$ cat src/rtl/button_event_ctrl_pkg.sv
// Shared event and channel-state encodings for the button event controller.
// Consumers import this package to decode evt_kind.
package button_event_ctrl_pkg;

  typedef enum logic [1:0] {
    EVT_PRESS   = 2'd0,
    EVT_LONG    = 2'd1,
    EVT_REPEAT  = 2'd2,
    EVT_RELEASE = 2'd3
  } evt_kind_e;

  typedef enum logic [1:0] {
    ST_IDLE     = 2'd0,
    ST_DEBOUNCE = 2'd1,
    ST_HELD     = 2'd2,
    ST_REPEAT   = 2'd3
  } btn_state_e;

endpackage

$ cat src/rtl/button_event_ctrl_channel.sv
// One button: 2-flop synchroniser, debounce/long/repeat FSM, debounced level.
// emit/kind are combinational and valid in the cycle the FSM transitions.
module button_channel
  import button_event_ctrl_pkg::*;
#(
  parameter int CNT_WIDTH      = 10,
  parameter int DEBOUNCE_TICKS = 20,
  parameter int LONG_TICKS     = 500,
  parameter int REPEAT_TICKS   = 100
) (
  input  logic       clk,
  input  logic       rst,
  input  logic       but,
  input  logic       tick,
  output logic       butd,
  output logic       emit,
  output logic [1:0] kind
);

  localparam logic [CNT_WIDTH-1:0] DEB_LAST =
    CNT_WIDTH'(DEBOUNCE_TICKS - 1);
  localparam logic [CNT_WIDTH-1:0] LONG_LAST =
    CNT_WIDTH'(LONG_TICKS - 1);
  localparam logic [CNT_WIDTH-1:0] REP_LAST =
    CNT_WIDTH'(REPEAT_TICKS - 1);
  localparam logic [CNT_WIDTH-1:0] ONE =
    CNT_WIDTH'(1);

  logic s1, s2;
  btn_state_e state, state_d;
  logic [CNT_WIDTH-1:0] cnt, cnt_d;
  logic butd_d;

  always_ff @(posedge clk) begin
    if (rst) begin
      s1    <= 1'b0;
      s2    <= 1'b0;
      state <= ST_IDLE;
      cnt   <= '0;
      butd  <= 1'b0;
    end else begin
      s1    <= but;
      s2    <= s1;
      state <= state_d;
      cnt   <= cnt_d;
      butd  <= butd_d;
    end
  end

  // A falling synchronised input wins over a tick in the same cycle.
  always_comb begin
    state_d = state;
    cnt_d   = cnt;
    butd_d  = butd;
    emit    = 1'b0;
    kind    = EVT_PRESS;
    unique case (state)
      ST_IDLE: begin
        if (s2) begin
          state_d = ST_DEBOUNCE;
          cnt_d   = '0;
        end
      end
      ST_DEBOUNCE: begin
        if (!s2) begin
          state_d = ST_IDLE;
        end else if (tick) begin
          if (cnt == DEB_LAST) begin
            state_d = ST_HELD;
            butd_d  = 1'b1;
            emit    = 1'b1;
            kind    = EVT_PRESS;
            cnt_d   = '0;
          end else begin
            cnt_d = cnt + ONE;
          end
        end
      end
      ST_HELD: begin
        if (!s2) begin
          state_d = ST_IDLE;
          butd_d  = 1'b0;
          emit    = 1'b1;
          kind    = EVT_RELEASE;
        end else if (tick) begin
          if (cnt == LONG_LAST) begin
            state_d = ST_REPEAT;
            emit    = 1'b1;
            kind    = EVT_LONG;
            cnt_d   = '0;
          end else begin
            cnt_d = cnt + ONE;
          end
        end
      end
      ST_REPEAT: begin
        if (!s2) begin
          state_d = ST_IDLE;
          butd_d  = 1'b0;
          emit    = 1'b1;
          kind    = EVT_RELEASE;
        end else if (tick) begin
          if (cnt == REP_LAST) begin
            emit  = 1'b1;
            kind  = EVT_REPEAT;
            cnt_d = '0;
          end else begin
            cnt_d = cnt + ONE;
          end
        end
      end
      default: state_d = ST_IDLE;
    endcase
  end

endmodule

$ cat src/rtl/button_event_ctrl.sv
// Multi-button debouncer with shared prescaler, 1-deep pending slots
// and a round-robin arbiter feeding one valid/ready event port.
module button_event_ctrl
  import button_event_ctrl_pkg::*;
#(
  parameter int NUM_BUTTONS    = 4,
  parameter int TICK_WIDTH     = 14,
  parameter logic [TICK_WIDTH-1:0] TICK_TOTAL = 14'd12000,
  parameter int CNT_WIDTH      = 10,
  parameter int DEBOUNCE_TICKS = 20,
  parameter int LONG_TICKS     = 500,
  parameter int REPEAT_TICKS   = 100,
  localparam int IW = $clog2(NUM_BUTTONS)
) (
  input  logic                   clk,
  input  logic                   rst,
  input  logic [NUM_BUTTONS-1:0] but,
  output logic [NUM_BUTTONS-1:0] butd,
  output logic                   evt_valid,
  input  logic                   evt_ready,
  output logic [IW-1:0]          evt_button,
  output logic [1:0]             evt_kind,
  output logic                   evt_drop
);

  localparam logic [TICK_WIDTH-1:0] TICK_LAST = TICK_TOTAL - 1'b1;

  logic [TICK_WIDTH-1:0] presc;
  logic tick;
  logic [NUM_BUTTONS-1:0] emit;
  logic [1:0] ckind [NUM_BUTTONS];
  logic [NUM_BUTTONS-1:0] pend;
  logic [1:0] pkind [NUM_BUTTONS];
  logic [NUM_BUTTONS-1:0] hit;
  logic [NUM_BUTTONS-1:0] drop;
  logic [IW-1:0] ptr;
  logic [IW-1:0] grant;
  logic [IW-1:0] gi;
  logic found;
  logic load;
  int idx;

  assign tick = (presc == TICK_LAST);

  always_ff @(posedge clk) begin
    if (rst || tick) presc <= '0;
    else presc <= presc + 1'b1;
  end

  for (genvar b = 0; b < NUM_BUTTONS; b++) begin : g_ch
    button_channel #(
      .CNT_WIDTH      (CNT_WIDTH),
      .DEBOUNCE_TICKS (DEBOUNCE_TICKS),
      .LONG_TICKS     (LONG_TICKS),
      .REPEAT_TICKS   (REPEAT_TICKS)
    ) u_ch (
      .clk  (clk),
      .rst  (rst),
      .but  (but[b]),
      .tick (tick),
      .butd (butd[b]),
      .emit (emit[b]),
      .kind (ckind[b])
    );
  end

  // Scan starts one past the last grant so every button gets a turn.
  always_comb begin
    grant = '0;
    found = 1'b0;
    idx   = 0;
    gi    = '0;
    for (int k = 1; k <= NUM_BUTTONS; k++) begin
      idx = (int'(ptr) + k) % NUM_BUTTONS;
      gi  = IW'(idx);
      if (!found && pend[gi]) begin
        found = 1'b1;
        grant = gi;
      end
    end
  end

  assign load = (!evt_valid || evt_ready) && (|pend);

  always_comb begin
    hit  = '0;
    drop = '0;
    for (int i = 0; i < NUM_BUTTONS; i++) begin
      hit[i]  = load && (grant == IW'(i));
      drop[i] = emit[i] && pend[i] && !hit[i];
    end
  end

  always_ff @(posedge clk) begin
    if (rst) begin
      pend <= '0;
      for (int i = 0; i < NUM_BUTTONS; i++) pkind[i] <= EVT_PRESS;
    end else begin
      for (int i = 0; i < NUM_BUTTONS; i++) begin
        if (emit[i]) begin
          if (!(drop[i] && ckind[i] == EVT_REPEAT)) begin
            pend[i]  <= 1'b1;
            pkind[i] <= ckind[i];
          end
        end else if (hit[i]) begin
          pend[i] <= 1'b0;
        end
      end
    end
  end

  always_ff @(posedge clk) begin
    if (rst) begin
      evt_valid  <= 1'b0;
      evt_button <= '0;
      evt_kind   <= EVT_PRESS;
      evt_drop   <= 1'b0;
      ptr        <= IW'(NUM_BUTTONS - 1);
    end else begin
      evt_drop <= |drop;
      if (load) begin
        evt_valid  <= 1'b1;
        evt_button <= grant;
        evt_kind   <= pkind[grant];
        ptr        <= grant;
      end else if (evt_ready) begin
        evt_valid <= 1'b0;
      end
    end
  end

endmodule

$ cat config.mk
export PLATFORM = sky130hd
export DESIGN_NAME = button_event_ctrl
export DESIGN_NICKNAME = d
export VERILOG_FILES = /design/src/rtl/button_event_ctrl_pkg.sv /design/src/rtl/button_event_ctrl_channel.sv /design/src/rtl/button_event_ctrl.sv
export SDC_FILE = /design/constraint.sdc
export NUM_CORES = 1
export LEC_CHECK = 0
export CAP_MARGIN = 0
export CORE_MARGIN = 8
export CORE_UTILIZATION = 30
export DETAILED_ROUTE_END_ITERATION = 10
export MAX_ROUTING_LAYER = met4
export PLACE_DENSITY = 0.47
export SYNTH_ARGS = -nofsm -noshare
export SYNTH_HDL_FRONTEND = slang
export SYNTH_SLANG_ARGS = --single-unit
$ cat constraint.sdc
create_clock -name clk -period 3.06 [get_ports clk]
set_input_delay 0.306 -clock clk [delete_from_list [all_inputs] [get_ports clk]]
set_output_delay 0.306 -clock clk [all_outputs]
set_load 0.01 [all_outputs]
=== Word level (Yosys, flattened, before mapping) ===
Memory sizes are Yosys's and may differ from the RTL's. A register that Yosys moved wholly into a read port is not among the register bits.
Cells that the tools add are included.

* Shift-type cells: 0
* $mul: 0
* Reductions and logical operators: 66
* Equality and inequality tests: 92
* Bitwise logic cells: 4
* Magnitude comparators: 4
* Div/mod/pow operators: 0
* Add/subtract/negate cells: 9
* Muxes and demuxes: 219

{| class="wikitable"
|+ Operators with widths
! cell !! number
|-
| two-way mux 10 bit || 40
|-
| case mux 10 bit (4 select lines) || 4
|-
| two-way mux 2 bit || 60
|-
| two-way mux 1 bit || 95
|-
| inequality test 2 bit (second input constant) || 24
|-
| inequality test 3 bit (second input constant) || 16
|-
| adder 10 x 1 -> 10 bit (second input constant) || 4
|-
| equality test 10 x 5 -> 1 bit (second input constant) || 4
|-
| equality test 10 x 7 -> 1 bit (second input constant) || 4
|-
| equality test 10 x 9 -> 1 bit (second input constant) || 4
|-
| inequality test 2 x 1 -> 1 bit (second input constant) || 20
|-
| case mux 2 bit (4 select lines) || 4
|-
| equality test 2 bit (second input constant) || 14
|-
| AND reduction 7 bit || 4
|-
| AND reduction 6 bit || 4
|-
| logical AND 1 bit || 20
|-
| AND reduction 5 bit || 4
|-
| nonzero test 2 bit || 9
|-
| case mux 2 bit (2 select lines) || 4
|-
| adder 14 x 1 -> 14 bit (second input constant) || 1
|-
| equality test 14 bit (second input constant) || 1
|-
| less-than comparator 2 x 3 -> 1 bit (second input constant) || 4
|-
| case mux 1 bit (3 select lines) || 4
|-
| equality test 2 x 1 -> 1 bit (second input constant) || 5
|-
| 11 further kinds || 41
|}

* ROM bits: 0
* Input bits: 7
* Output and inout port bits: 10
* Register bits: 84
* Memory bits (writable): 8
* Memories kept: 1
* Bits in latches: 0
* Logic and storage cells: 424

{| class="wikitable"
|+ Memories
! memory !! words !! width !! rd ports !! clocked after memory_dff !! wr ports !! line !! RTL
|-
| pkind || 4 || 2 || 1 || 1 || 4 || button_event_ctrl.sv:33 || <nowiki>logic [1:0] pkind [NUM_BUTTONS];</nowiki>
|}

=== Depth between registers and ports, before layout ===
* Depth in word-level cells: 23
* Gate-level depth with buffers: 8
* Gate-level depth less buffers: 7

=== By module ===
A second synthesis with hierarchy kept.

* Cells, all modules: 619
* Area, all modules: 5,188.7 um2

{| class="wikitable"
|+ Modules (own cells, without submodules)
! module !! cells each !! area each (um2) !! seq. area each (um2) !! times used
|-
| button_channel || 111 || 875.8 || 300.3 || 4
|-
| button_event_ctrl || 175 || 1,685.4 || 760.7 || 1
|}

=== Worst setup path after synthesis ===
OpenSTA, ideal clock, no wires.

* Kind: register -> register
* Start point: register presc[0]
* End point: memory pkind[2][0], enable pin
* Arrival: 2.082 ns
* Path buffers: 1
* Library setup time: 0.302 ns
* Setup slack: 0.676 ns
* Period minus slack after synthesis: 2.384 ns
* Data required time: 2.758 ns
* Stages on the path, launching flop included: 7
* Cell sequence: dfxtp_1 -> ha_1 -> nand4_2 -> or4_1 -> buf_2 -> or4_1 -> nand4_1

{| class="wikitable"
|+ RTL lines
! item !! line !! RTL
|-
| start, declared || button_event_ctrl.sv:28 || <nowiki>logic [TICK_WIDTH-1:0] presc;</nowiki>
|-
| start signal, assigned || button_event_ctrl.sv:47 || <nowiki>else presc <= presc + 1'b1;</nowiki>
|-
| end, declared || button_event_ctrl.sv:33 ||
|}

==> reports/qor.yml <==
timing:
  max_slew.worst_pin.slew_ns: 0.6428
  finalSetupTns_ns: 0
  max_freq_mhz: 373.5
  setup_repair_after_global_routing_missed_its_margin: "false"
  finalSetupViolations: 0
  slew_violations: 0
  finalHoldViolations: 0
  worst_clock_skew_ns: 0.008704
  final_clock_period_utilization_by_the_worst_path_pct: 87.49
  period_needed_ns: 2.677
  tightest_slew_margin_relative_to_the_limit_pct: 56.82
cells_and_area:
  finished_layout_cell_area_um2: 5256
  most-common-layout-cells: "sky130_fd_sc_hd__nor2_1 (88), sky130_fd_sc_hd__dfxtp_1 (86), sky130_fd_sc_hd__nand2_1 (54)"
  final_core_utilization_pct: 34.83
  final_net_count: 576
  areaGrowthSynthToFinish_pct: 14.10
  layout.cells.most_common: "sky130_fd_sc_hd__nor2_1"
  stdcell_count: 757
  antenna-diode-count: 0
  share_of_post_route_cells_with_drive_strength_above_1_pct: 5.975
floorplanning:
  dieArea_um2: 19580
  die-height_um: 139.9
  row_count: 45
  core-area_um2: 15090
  start_util_pct: 30.53
  pin_count: 17
  floorplan.die.width_um: 139.9
min_path:
  min_path_type: "input port to flip-flop"
  hold_path.startpoint: "rst"
logic_synthesis:
  yosysSeqAreaShare_pct: 42.59
  post_synth_instance_area_um2: 4607
  syn-num-nets: 560
  async_reset_ff_share_pct: 0
  netlist_instances: 548
  postSynth.topFlopCell: "sky130_fd_sc_hd__dfxtp_1"
  yosysUniqueCellTypes: 58
  avg_synthesized_cell_area_um2: 8.407
  postSynthRegisterBits: 94
  synth_enable_flop_cells: 8
  synth.yosys.warnings: 0
clock_network:
  clock_tree_from_tritoncts: "built"
  cts_num_sinks: 94
  cts_inserted_buffers: 9
  htreeDepth: 3
  worstSkewPairLatency_ns: 0.34
  path_clk_slew_ns: 0.06
  clockRootBuffer: "sky130_fd_sc_hd__clkbuf_16"
  cts_buffer_depth: 2
  cts_hold_buffers: 0
  post_cts_buffers: 0
  postCtsResizedCells: 0
detailed_routing:
  routed_wl_mm: 10.62
  drtPass1Iterations: 5
  detail_route.drc_violations: 0
  detail-route-antenna-nets: 0
  vias_per_cell: 5.123
  violation_count_after_the_first_detailed_routing_iteration: 242
  wl_per_cell_um: 14.03
  num_vias: 3878
outcome:
  status: "complete, no violations"
global_route:
  grt_pass1_vias: 3646
  grt_first_pass_wirelength_mm: 17.83
  remaining_global_route_overflow: 0
  antenna_found_initial: 0
  grt_start_max_net_pins: 26
  grt_util_all_layers_pct: 11.35
setup_path:
  path_class: "flip-flop to flip-flop"
  worst-endpoint-arrival_ns: 2.72
  worst-r2r-cell-count: 5
  timing.critical_path.fanout_max: 9
  worst-r2r-setup-slack_ns: 0.38
  worstReg2RegEnd: "pkind[2][1]"
  worstReg2RegStart: "presc[0]"
  worstPathRequired_ns: 3.11
  endpoint_kind: "flip-flop"
  worst_setup_path_start_kind: "flip-flop"
  cp-endpoint: "pkind[2][1]"
  critical_path.startpoint: "presc[0]"
run:
  drv.max_cap_violation_count: 0
placement:
  numPlacedInstances: 741
  finalWeightedCongestion: 0.8236
  postPlaceCellArea_um2: 4962
  placement.io_buffers: 16
  place.detailed.hpwl_mm: 7.545
power_and_ir_drop:
  total_leakage_power_nw: 1.799
  ir_drop_mv: 0.3054
  power.density_cell_area_nw_per_um2: 466.9
==> Yosys cell counts, types with 4 or more instances <==
cell / instances / area share, %
sky130_fd_sc_hd__a21oi_1: 31 / 3.4
sky130_fd_sc_hd__nand3_1: 25 / 2.7
sky130_fd_sc_hd__nand2_1: 54 / 4.4
sky130_fd_sc_hd__nor2_1: 88 / 7.2
sky130_fd_sc_hd__inv_1: 10 / 0.81
sky130_fd_sc_hd__a31oi_1: 10 / 1.4
sky130_fd_sc_hd__xnor2_1: 12 / 2.3
sky130_fd_sc_hd__nor3_1: 17 / 1.8
sky130_fd_sc_hd__dfxtp_1: 86 / 37
sky130_fd_sc_hd__or3_1: 8 / 1.1
sky130_fd_sc_hd__a21o_1: 4 / 0.65
sky130_fd_sc_hd__and2_1: 4 / 0.54
sky130_fd_sc_hd__xor2_1: 24 / 4.6
sky130_fd_sc_hd__mux2i_1: 4 / 0.87
sky130_fd_sc_hd__and3_1: 6 / 0.81
sky130_fd_sc_hd__nand4_1: 19 / 2.6
sky130_fd_sc_hd__nor3b_1: 4 / 0.65
sky130_fd_sc_hd__edfxtp_1: 8 / 5.2
sky130_fd_sc_hd__or2_2: 4 / 0.54
sky130_fd_sc_hd__clkbuf_1: 12 / 0.98
sky130_fd_sc_hd__nand2b_1: 12 / 1.6
sky130_fd_sc_hd__ha_1: 5 / 1.4
sky130_fd_sc_hd__and4_1: 6 / 1.1
sky130_fd_sc_hd__nor4b_1: 4 / 0.76
sky130_fd_sc_hd__o21ai_0: 15 / 1.6
sky130_fd_sc_hd__a2bb2oi_1: 5 / 0.95
sky130_fd_sc_hd__o21ai_1: 4 / 0.43
sky130_fd_sc_hd__and4b_1: 5 / 1.1
sky130_fd_sc_hd__nor2b_1: 13 / 1.8
sky130_fd_sc_hd__buf_4: 4 / 0.65
==> flip-flops by register name (all words and copies together) (netlist names) <==
| name | flops |
|---|---|
| g_ch.u_ch.cnt | 40 |
| presc | 14 |
| g_ch.u_ch.state | 8 |
| pkind | 8 |
| g_ch.u_ch.butd | 4 |
| g_ch.u_ch.s1 | 4 |
| g_ch.u_ch.s2 | 4 |
| pend | 4 |
| evt_button | 2 |
| evt_kind | 2 |
| ptr | 2 |
| evt_drop | 1 |
| evt_valid | 1 |
==> routing by layer <==
| metal | wire (µm) | global-route usage, % | vias to the layer above |
|---|---|---|---|
| met3 | 304 | 2.548 | 6 |
| met1 | 5571 | 14.79 | 1822 |
| met5 | 0 | - | - |
| met4 | 104 | 4.800 | 0 |
| met2 | 4638 | 16.60 | 53 |
| li1 | - | - | 1997 |
==> stage by stage <==
stage / setup WS [ns] / hold WS, ns / power [mW]
after floorplan: 0.6755 / 0.4138 / 1.336
after global placement: 0.4658 / 0.4272 / 1.361
after detailed placement: 0.3903 / 0.4204 / 1.363
after CTS: 0.3837 / 0.3115 / 2.499
after global routing: 0.2761 / 0.3284 / 2.560
final: 0.3827 / 0.3252 / 2.454
==> cell families (layout without fill, tap and decap cells) <==
logic type | count (synthesis) | count (layout) | share of synthesized area (%)
AOI/OAI and AO/OA | 100 | 100 | 14.18
xor gates and xnor gates | 36 | 36 | 6.844
adders and majority gates | 5 | 5 | 1.358
buffers and inverters | 27 | 48 | 2.553
DFF | 94 | 94 | 42.59
muxes | 6 | 6 | 1.358
and+or+nand+nor | 280 | 280 | 31.12
==> power breakdown <==
group / switching, mW / internal, mW / leakage [nW]
logic: 0.0435 / 0.0248 / 0.879
clock network: 0.466 / 0.654 / 0.143
registers: 0.0125 / 1.25 / 0.778
total: 0.522 / 1.93 / 1.80
==> worst max-delay path, stage by stage (launching register included) <==
cell and delay [ns]:
sky130_fd_sc_hd__dfxtp_1 0.37, sky130_fd_sc_hd__ha_1 0.25, sky130_fd_sc_hd__nand4_2 0.19, sky130_fd_sc_hd__or4_1 0.79
sky130_fd_sc_hd__or4_1 0.62, sky130_fd_sc_hd__nand4_1 0.16
==> area by class of cell <==
class,count,area [µm²]
clock buffer,12,246.5
clock inverter,4,47.55
fill,1587,9833
inverter,10,37.54
multi-input combinational,427,2527
sequential,94,1962
tap,188,235.2
timing repair buffer,22,200.2
==> worst min-delay path by stage <==
| stage | end | cells past startpoint |
|---|---|---|
| after floorplan | g_ch[0].u_ch.s2 | 1 |
| after global placement | g_ch[1].u_ch.s2 | 1 |
| after detailed placement | g_ch[1].u_ch.s2 | 1 |
| after CTS | g_ch[1].u_ch.butd | 2 |
| after global routing | g_ch[1].u_ch.cnt[1] | 2 |
| final | g_ch[1].u_ch.butd | 2 |
Power figures use the tool's default switching activity.
